--- src/rtl/clk3_tick_timer.sv ---
`default_nettype none
// ============================================================================
// Module      : clk3_tick_timer
// Description : Programmable periodic / one-shot tick timer running in the
//               divided clk3 domain. A prescaler feeds a period down-counter.
//               Each terminal count gives a 1-cycle tick. The tick sets a
//               sticky irq and loads a single-entry event record that is
//               drained with a valid/ready handshake.
// Revision    : 1.0 - initial release
// ============================================================================
module clk3_tick_timer #(
  parameter int CNT_W = 16,
  parameter int PRE_W = 4,
  parameter int EVT_W = 8
) (
  input  logic             clk3,
  input  logic             rst_n,
  input  logic [CNT_W-1:0] cfg_period,
  input  logic [PRE_W-1:0] cfg_prescale,
  input  logic             cfg_oneshot,
  input  logic             start,
  input  logic             stop,
  input  logic             irq_clr,
  output logic             running,
  output logic [CNT_W-1:0] count,
  output logic             tick,
  output logic             irq,
  output logic             evt_valid,
  output logic [EVT_W-1:0] evt_seq,
  input  logic             evt_ready,
  output logic             overrun
);

  localparam logic [CNT_W-1:0] CNT_ONE = {{(CNT_W-1){1'b0}}, 1'b1};
  localparam logic [PRE_W-1:0] PRE_ONE = {{(PRE_W-1){1'b0}}, 1'b1};
  localparam logic [EVT_W-1:0] EVT_ONE = {{(EVT_W-1){1'b0}}, 1'b1};

  typedef enum logic [1:0] {
    ST_IDLE = 2'd0,
    ST_RUN  = 2'd1,
    ST_DONE = 2'd2
  } state_t;

  state_t           state;
  logic [PRE_W-1:0] prescaler;
  // Configuration captured on start and refreshed at every reload, so a
  // mid-period change to the cfg inputs only takes effect at a boundary.
  logic [PRE_W-1:0] prescale_q;
  logic             oneshot_q;
  logic [EVT_W-1:0] seq_cnt;

  // Prescaler terminal: one count-down enable every (prescale_q+1) cycles.
  logic en;
  // Downstream consumes the held record on this edge.
  logic accept;

  assign en     = (state == ST_RUN) && (prescaler == prescale_q);
  assign accept = evt_valid & evt_ready;

  // Control FSM with prescaler, down-counter and registered tick/running.
  // Priority: stop over start over normal counting.
  always_ff @(posedge clk3) begin
    if (!rst_n) begin
      state      <= ST_IDLE;
      running    <= 1'b0;
      count      <= '0;
      prescaler  <= '0;
      prescale_q <= '0;
      oneshot_q  <= 1'b0;
      tick       <= 1'b0;
    end else begin
      tick <= 1'b0;
      if (stop) begin
        // Hold count and prescaler where they are.
        state   <= ST_IDLE;
        running <= 1'b0;
      end else if (start) begin
        // Load (or restart from RUN): fresh period, prescaler cleared.
        state      <= ST_RUN;
        running    <= 1'b1;
        count      <= cfg_period;
        prescaler  <= '0;
        prescale_q <= cfg_prescale;
        oneshot_q  <= cfg_oneshot;
      end else if (state == ST_RUN) begin
        if (en) begin
          prescaler <= '0;
          if (count != '0) begin
            count <= count - CNT_ONE;
          end else begin
            tick <= 1'b1;
            if (oneshot_q) begin
              // Count stays at zero and the timer parks until restarted.
              state   <= ST_DONE;
              running <= 1'b0;
            end else begin
              count      <= cfg_period;
              prescale_q <= cfg_prescale;
              oneshot_q  <= cfg_oneshot;
            end
          end
        end else begin
          prescaler <= prescaler + PRE_ONE;
        end
      end
    end
  end

  // Sticky interrupt: a tick pulse sets it and wins over a coincident clear.
  always_ff @(posedge clk3) begin
    if (!rst_n) begin
      irq <= 1'b0;
    end else if (tick) begin
      irq <= 1'b1;
    end else if (irq_clr) begin
      irq <= 1'b0;
    end
  end

  // Single-entry event record. A tick loads it when empty or when the held
  // record leaves on the same edge; otherwise the new event is dropped and
  // overrun latches. The sequence counter advances on every tick either way.
  always_ff @(posedge clk3) begin
    if (!rst_n) begin
      evt_valid <= 1'b0;
      evt_seq   <= '0;
      seq_cnt   <= '0;
      overrun   <= 1'b0;
    end else if (tick) begin
      seq_cnt <= seq_cnt + EVT_ONE;
      if (!evt_valid || accept) begin
        evt_valid <= 1'b1;
        evt_seq   <= seq_cnt;
      end else begin
        overrun <= 1'b1;
      end
    end else if (accept) begin
      evt_valid <= 1'b0;
    end
  end

endmodule
`default_nettype wire

--- config.mk ---
export PLATFORM = sky130hd
export DESIGN_NAME = clk3_tick_timer
export DESIGN_NICKNAME = d
export VERILOG_FILES = /design/src/rtl/clk3_tick_timer.sv
export SDC_FILE = /design/constraint.sdc
export NUM_CORES = 1
export LEC_CHECK = 0
export ABC_AREA = 1
export CORE_MARGIN = 3
export CORE_UTILIZATION = 45
export DETAILED_ROUTE_END_ITERATION = 7
export PLACE_DENSITY = 0.72
export SETUP_SLACK_MARGIN = 0.15
export SYNTH_ARGS = -nofsm -noshare
export SYNTH_HDL_FRONTEND = slang
export SYNTH_SLANG_ARGS = --single-unit
--- constraint.sdc ---
create_clock -name clk3 -period 3.99 [get_ports clk3]
set_clock_uncertainty 0.1 [all_clocks]
set_input_delay 0.798 -clock clk3 [delete_from_list [all_inputs] [get_ports clk3]]
set_output_delay 0.798 -clock clk3 [all_outputs]
set_load 0.005 [all_outputs]
# == Word-level counts from Yosys, hierarchy flattened ==
# Index checks and enable logic that the tools add are counted.
# classes
eq_ne,6
n_bitwise,7
mux,34
reduce_logical,21
add_sub_neg,3
# op_table
cell,count
16-bit 2-to-1 mux,5
4-bit 2-to-1 mux,8
1-bit 2-to-1 mux,21
4-bit AND reduction,4
16-bit nonzero test,1
16-bit by 1-bit subtractor with 16-bit output (second input constant),1
2-bit nonzero test,5
8-bit by 1-bit adder with 8-bit output (second input constant),1
2-bit AND reduction,4
1-bit inverter,6
5-bit AND reduction,1
5-bit OR reduction,1
4-bit by 1-bit adder with 4-bit output (second input constant),1
4-bit equality test,1
2-bit inequality test (second input constant),2
3-bit by 2-bit inequality test with 1-bit output (second input constant),1
3-bit OR reduction,1
2-bit by 1-bit equality test with 1-bit output (second input constant),1
2-bit by 1-bit inequality test with 1-bit output (second input constant),1
2-bit OR reduction,1
1-bit bitwise AND,1
1-bit logical AND,1
1-bit logical NOT,1
1-bit logical OR,1
# totals
register_bits,48
in_bits,27
word_cells,84

# == Depth between registers and ports, before layout ==
# Gate-level depths: netlist (run 1).
# logic_depth
word_depth,5
ltp_mapped,11

# == Worst setup path after synthesis (run 1) ==
# OpenSTA, ideal clock, no wires.
# synth_timing
kind,input to register
from,in start
to,reg count[5]
t_required_ns,3.777
slack_ns,2.109
path_buffers,1
stages,7
setup_time_ns,0.113
arrival_ns,1.668
path_cell_list,nor2_1 -> nand3_2 -> nand2_2 -> nor2_4 -> buf_6 -> o21ai_1 -> nor2_1
# synth_via
elab_chain_len,2
word_cells_on_any_way,5
classes_between,eq/ne: 1; mux: 1; reduce/logical: 3
# synth_lines
item,line,rtl
"start, declared",21,"input logic start,"
3-bit by 2-bit inequality test with 1-bit output (no source line) or 2-bit nonzero test (tied branches),n/a,
4-bit AND reduction (no source line),n/a,
"end signal, assigned",81,count <= cfg_period;
"end signal, assigned",89,count <= count - CNT_ONE;
"end signal, assigned",97,count <= cfg_period;
"end, declared",25,"output logic [CNT_W-1:0] count,"
# Several ways; a longest one is shown, not always the timed one.
# A chain may end at the register's enable or synchronous reset.

# == Worst setup path in the final report (run 1) ==
# layout_timing
from,in rst_n
to,reg prescaler[2]
# layout_rtl
item,line,rtl
"start, declared",17,"input logic rst_n,"
"end signal, assigned",103,prescaler <= prescaler + PRE_ONE;
"end, declared",45,logic [PRE_W-1:0] prescaler;
# No word-level cell between the ends.

==> results.py, run 1 <==
metrics = {
    "final_layout": {
        "multi_input_area_sq_um": 1430,
        "fill_cells": 508,
        "nets": 474,
        "n_antenna_cell": 0,
        "regArea_sq_um": 941,
        "drive_gt1_share_pct": 7.21,
        "finish.utilization_pct": 61.9,
        "area_growth_pct": 27.8,
    },
    "clock_network": {
        "ctsHtreeMaxLevel": 2,
        "cts_buffers": 5,
        "clock_latency_ps": 300,
        "cts_root_buffer": "clkbuf_8",
        "cts_resized": 0,
        "clockBufferDepth": 2,
        "clock-sinks": 47,
        "cts-hold-fix-buffers": 0,
        "clk_pin_slew_ps": 90,
        "cts_tree": "yes",
        "cts_setup_buffers": 0,
    },
    "route": {
        "wl_um": 6150,
        "dr.pass1.iters": 4,
        "first_iter_violations": 109,
        "drc": 0,
        "ant_nets": 0,
        "vias": 2517,
        "via_per_inst": 4.90,
        "wl_per_cell_um": 12.0,
    },
    "yosys": {
        "yosys.area.top_type": "dfxtp_1",
        "netlist_instances": 389,
        "yosys.area.top_type_share_pct": 36.4,
        "synth_area_leaders": "dfxtp_1 36%, nand2_1 14%, nor2_1 10%",
        "syn_avg_cell_area_sq_um": 6.64,
        "ys_types": 34,
        "synth_seq_cells": 47,
        "yosysSeqAreaShare_pct": 36.4,
        "synth_warnings": 0,
        "netlist_area_sq_um": 2580,
        "syn_nets": 420,
    },
    "grt": {
        "grt_overflow": 0,
        "grt_pass1_vias": 2228,
        "grt_use_total_pct": 19.4,
        "grt_max_degree": 29,
        "grt_pass1_wl_um": 10200,
        "grt_antenna_before_repair": 0,
    },
    "floorplanning": {
        "start_util_pct": 48.4,
        "die_x_um": 81.8,
        "die_height_um": 81.8,
        "row_count": 26,
        "pin_count": 56,
        "core-area_sq_um": 5340,
        "die_area_sq_um": 6690,
    },
    "place": {
        "io_buffers": 55,
        "place_congestion": 0.819,
        "dp_hpwl_um": 4470,
    },
    "timing": {
        "max_slew_margin_pct": 62.0,
        "fin_crit_sh_pct": 58.9,
        "tns_ps": 0,
        "max_freq_mhz": 425,
        "slew_violations": 0,
        "min_period_ps": 2350,
        "hold_viol_final": 0,
        "tightest_slew_ps": 567,
        "timing.hold.ws_ps": 368,
        "setup_viol": 0,
        "rsz0062_at_grt": "no",
    },
    "power": {
        "p_leak_uw": 0.00138,
        "powerDensity_nw_per_um2": 373,
        "p_total_uw": 1230,
        "ir_drop_uv": 185,
    },
    "worst_setup_path": {
        "critPathArrivalTime_ps": 2460,
        "crit_type": "input port to flip-flop",
        "crit_required_ps": 4100,
        "reg2regPathDepth": 10,
        "cp-end-kind": "flip-flop",
        "r2r_end": "prescale_q[0]",
        "critPathMaxFanout": 28,
        "reg2reg_from": "count[0]",
        "startpoint_type": "input port",
        "regToRegSetupSlack_ps": 2130,
    },
    "min_path": {
        "hold_end": "seq_cnt[7]",
        "min_from": "seq_cnt[7]",
        "holdPathStages": 1,
        "min_path_type": "flip-flop to flip-flop",
    },
    "status": {
        "status": "complete, no violations",
    },
    "job": {
        "maxCapViolations": 0,
    },
}
==> stage by stage <==
stage	instance area, sq um	std cells	worst slack (ps)
floorplan	2580	389	2110
global placement	3170	506	1370
detailed placement	3170	506	1350
CTS	3300	514	1660
global route	3300	514	1500
finish	3300	514	1640
==> registers in the layout, indices dropped and copies added, names as in the netlist <==
register,flops
count,16
tick,1
overrun,1
evt_valid,1
seq_cnt,8
prescale_q,4
prescaler,4
irq,1
evt_seq,8
oneshot_q,1
state,2
==> cells by family (layout without fill, tap and decap cells) <==
group | count (synthesis) | in the layout | synth area share, %
adder cells (fa/ha/maj) | 4 | 4 | 1.94
flip-flops | 47 | 47 | 36.4
buffers and inverters | 50 | 105 | 8.28
AO/OA/AOI/OAI | 54 | 54 | 11.2
XOR/XNOR | 7 | 7 | 2.37
AND/OR/NAND/NOR | 227 | 227 | 39.8
==> worst max-delay path: stages <==
cell	delay, ps
clkdlybuf4s50_1	450
buf_4	260
clkinv_1	520
nor4_1	410
==> power breakdown <==
part | total (uW) | internal (uW) | leakage (uW) | switching, uW
clock | 415 | 251 | 0.0000654 | 165
sequential | 515 | 488 | 0.000382 | 26.7
combinational | 301 | 130 | 0.000928 | 172
total | 1230 | 868 | 0.00138 | 363
==> per-layer routing <==
layer	wire [um]	up-vias	track usage, %
met5	0	-	0
met4	76	0	6.48
met3	342	8	3.62
met2	2690	53	29.8
met1	3050	1110	27.3
li1	-	1346	-
==> worst max-delay path by stage <==
stage	from	endpoint	slack, ps	cells after the start
floorplan	start	count[5]	2110	7
global route	rst_n	prescaler[2]	1500	4
finish	rst_n	prescaler[2]	1640	4
global placement	rst_n	prescaler[2]	1370	4
CTS	rst_n	prescaler[2]	1660	4
detailed placement	rst_n	prescaler[2]	1350	4
==> synthesized netlist by cell type <==
master    count
nor3b_1       2
nand2_1      96
inv_2         2
o21ai_2       1
o21ai_0      24
inv_1        38
nand4_1       8
nand3_4       1
a21oi_1      20
buf_1         1
dfxtp_1      47
buf_6         3
nand3b_1      2
a21o_1        1
o21ai_1       4
xor2_1        3
ha_1          4
nand3_1      20
nor4_1        2
o21a_1        1
nand3_2       1
nor2_4        3
xnor2_1       4
nor3_1        9
clkinv_1      1
buf_4         1
clkbuf_1      4
nand2_2       5
nor3_2        1
nor2_1       70
nor3_4        1
a21oi_2       3
nand2_4       2
nor2_2        4
==> area by class of cell <==
cell class | instances | area share (%)
multi-input cells | 292 | 43.3
well taps | 70 | 2.65
repair buffers | 56 | 16.9
flip-flops and latches | 47 | 28.5
clock buffers | 6 | 2.20
clock inverters | 2 | 1.82
inverters | 41 | 4.66
==> cell usage in the layout, fill, tap and decap left out <==
cell type,instances
nand2_4,2
bufinv_16,2
nor2_4,3
nand4_1,8
clkbuf_1,1
nor2_2,4
ha_1,4
dfxtp_1,47
nor2_1,70
nand3b_1,2
o21ai_0,24
xor2_1,3
nor3_2,1
o21a_1,1
nand3_2,1
a21oi_2,3
a21oi_1,20
xnor2_1,4
inv_2,2
inv_1,38
nand2_1,96
nand3_1,20
nor3b_1,2
nand2_2,5
nor4_1,2
a21o_1,1
clkbuf_8,5
nor3_4,1
o21ai_1,4
o21ai_2,1
clkdlybuf4s50_1,55
nand3_4,1
nor3_1,9
clkinv_1,1
buf_4,1
(Power assumes the default switching activity.)
==> run 2: changes to the inputs <==
clock period = 2.3 ns   (was 3.99 ns; I/O delays follow)
==> run 2 against run 1 <==
  * Utilization rose by 0.91 points
  * Combinational power increased by 80%
  * Global-route usage grew 0.67 points
  * Critical path depth shrank 3
  * Critical endpoint is now count[11]
==> results.py, run 2 (synthesis gave the netlist of run 1 again) <==
metrics = {
    "status": {
        "status": "complete, no violations",
    },
    "clock_network": {
        "cts_buffers": 5,
        "clockBufferDepth": 2,
        "cts_resized": 0,
        "clk_pin_slew_ps": 100,
        "clock-sinks": 47,
        "cts-hold-fix-buffers": 0,
        "cts_root_buffer": "clkbuf_8",
        "cts_setup_buffers": 0,
        "cts_tree": "yes",
        "ctsHtreeMaxLevel": 2,
        "clock_latency_ps": 310,
    },
    "route": {
        "wl_per_cell_um": 12.0,
        "wl_um": 6250,
        "drc": 0,
        "vias": 2564,
        "ant_nets": 0,
        "dr.pass1.iters": 4,
        "first_iter_violations": 76,
        "via_per_inst": 4.92,
    },
    "place": {
        "pre_cts_ws_ps": 127,
        "io_buffers": 55,
        "place_congestion": 0.868,
        "dp_hpwl_um": 4700,
    },
    "final_layout": {
        "fill_cells": 520,
        "drive_gt1_share_pct": 8.87,
        "top_register": "count",
        "final_common_cell": "nand2_1",
        "n_antenna_cell": 0,
        "layout_common_cells": "96 x nand2_1, 70 x nor2_1, 55 x clkdlybuf4s50_1",
        "largest_reg_flops": 16,
        "reg_top3": "count: 16 flops, evt_seq: 8 flops, seq_cnt: 8 flops",
        "area_growth_pct": 29.7,
        "nets": 481,
        "finish.utilization_pct": 62.8,
    },
    "timing": {
        "hold_viol_final": 0,
        "rsz0062_at_grt": "no",
        "tightest_slew_ps": 494,
        "max_slew_margin_pct": 67.0,
        "setup_slack_ps": 371,
        "tns_ps": 0,
        "setup_viol": 0,
        "min_period_ps": 1930,
        "max_freq_mhz": 518,
        "slew_violations": 0,
        "fin_crit_sh_pct": 83.9,
    },
    "grt": {
        "grt_pass1_wl_um": 10500,
        "grt_use_total_pct": 20.1,
        "grt_overflow": 0,
        "grt_antenna_before_repair": 0,
        "grt_pass1_vias": 2325,
        "grt_max_degree": 22,
    },
    "worst_setup_path": {
        "cp-end-kind": "primary output",
        "cp_slowest_stage_delay_ps": 570,
        "worstSetupEndpoint": "count[11]",
        "startpoint_type": "flip-flop",
        "critPathMaxFanout": 7,
        "crit_path_top_delay_cell": "clkdlybuf4s50_1",
        "cp_num_buf_inv": 1,
        "r2r_end": "count[14]",
        "crit_cells": 1,
        "path_cells": "clkdlybuf4s50_1",
        "critPathArrivalTime_ps": 1370,
        "regToRegSetupSlack_ps": 470,
        "setup.worst_path.start": "count[11]",
        "crit_required_ps": 1740,
        "reg2regPathDepth": 9,
        "reg2reg_from": "count[0]",
        "crit_type": "flip-flop to primary output",
        "crit_family": "buffers and inverters",
    },
    "floorplanning": {
        "pin_count": 56,
        "die_height_um": 81.8,
        "core-area_sq_um": 5340,
        "start_util_pct": 48.4,
        "die_x_um": 81.8,
        "die_area_sq_um": 6690,
        "row_count": 26,
    },
    "min_path": {
        "holdPathStages": 1,
        "min_path_type": "flip-flop to flip-flop",
    },
    "job": {
        "maxCapViolations": 0,
    },
    "power": {
        "p_leak_uw": 0.00141,
        "powerDensity_nw_per_um2": 620,
        "ir_drop_uv": 365,
    },
}
[run 2: cell types whose count changed in the layout (fill, tap and decap cells not counted)]
cell,delta
bufinv_16,-1
clkinv_4,+1
clkbuf_1,-1
buf_12,+1
inv_6,+1
buf_4,+6
[run 2: per-layer routing]
layer  vias up  wire length (um)  global-route usage, %
li1       1367                 -                      -
met1      1127              2890                   26.5
met2        65              2960                   32.8
met3         5               347                   3.84
met4         0                58                   6.98
met5         -                 0                      0
[run 2: worst min-delay path by stage]
| stage | startpoint | to | slack (ps) |
|---|---|---|---|
| after floorplan | seq_cnt[7] | seq_cnt[7] | 320 |
| after global placement | seq_cnt[7] | seq_cnt[7] | 330 |
| after detailed placement | seq_cnt[7] | seq_cnt[7] | 340 |
| after CTS | seq_cnt[7] | seq_cnt[7] | 350 |
| after global routing | seq_cnt[7] | seq_cnt[7] | 370 |
| final | seq_cnt[7] | seq_cnt[7] | 340 |
[run 2: layout make-up]
type,count,area [sq um],share of cell area (%)
multi-input combinational,292,1430,42.6
sequential,47,941,28.1
timing repair buffer,63,623,18.6
inverter,41,154,4.59
tap,70,87.6,2.61
clock buffer,5,68.8,2.05
clock inverter,3,47.5,1.42
[run 2: stage by stage]
step	cells	hold slack (ps)	cell area, sq um	total power, uW
6_report	521	344	3350	2080
4_1_cts	521	350	3350	2090
2_1_floorplan	389	317	2580	1270
3_5_place_dp	513	335	3230	1450
5_1_grt	521	369	3350	2190
3_3_place_gp	513	327	3230	1440
[run 2: report_power, final]
part | leakage (uW) | internal, uW | switching [uW]
combinational | 0.000967 | 241 | 302
clock | 0.0000587 | 330 | 311
sequential | 0.000382 | 846 | 46.1
total | 0.00141 | 1420 | 659
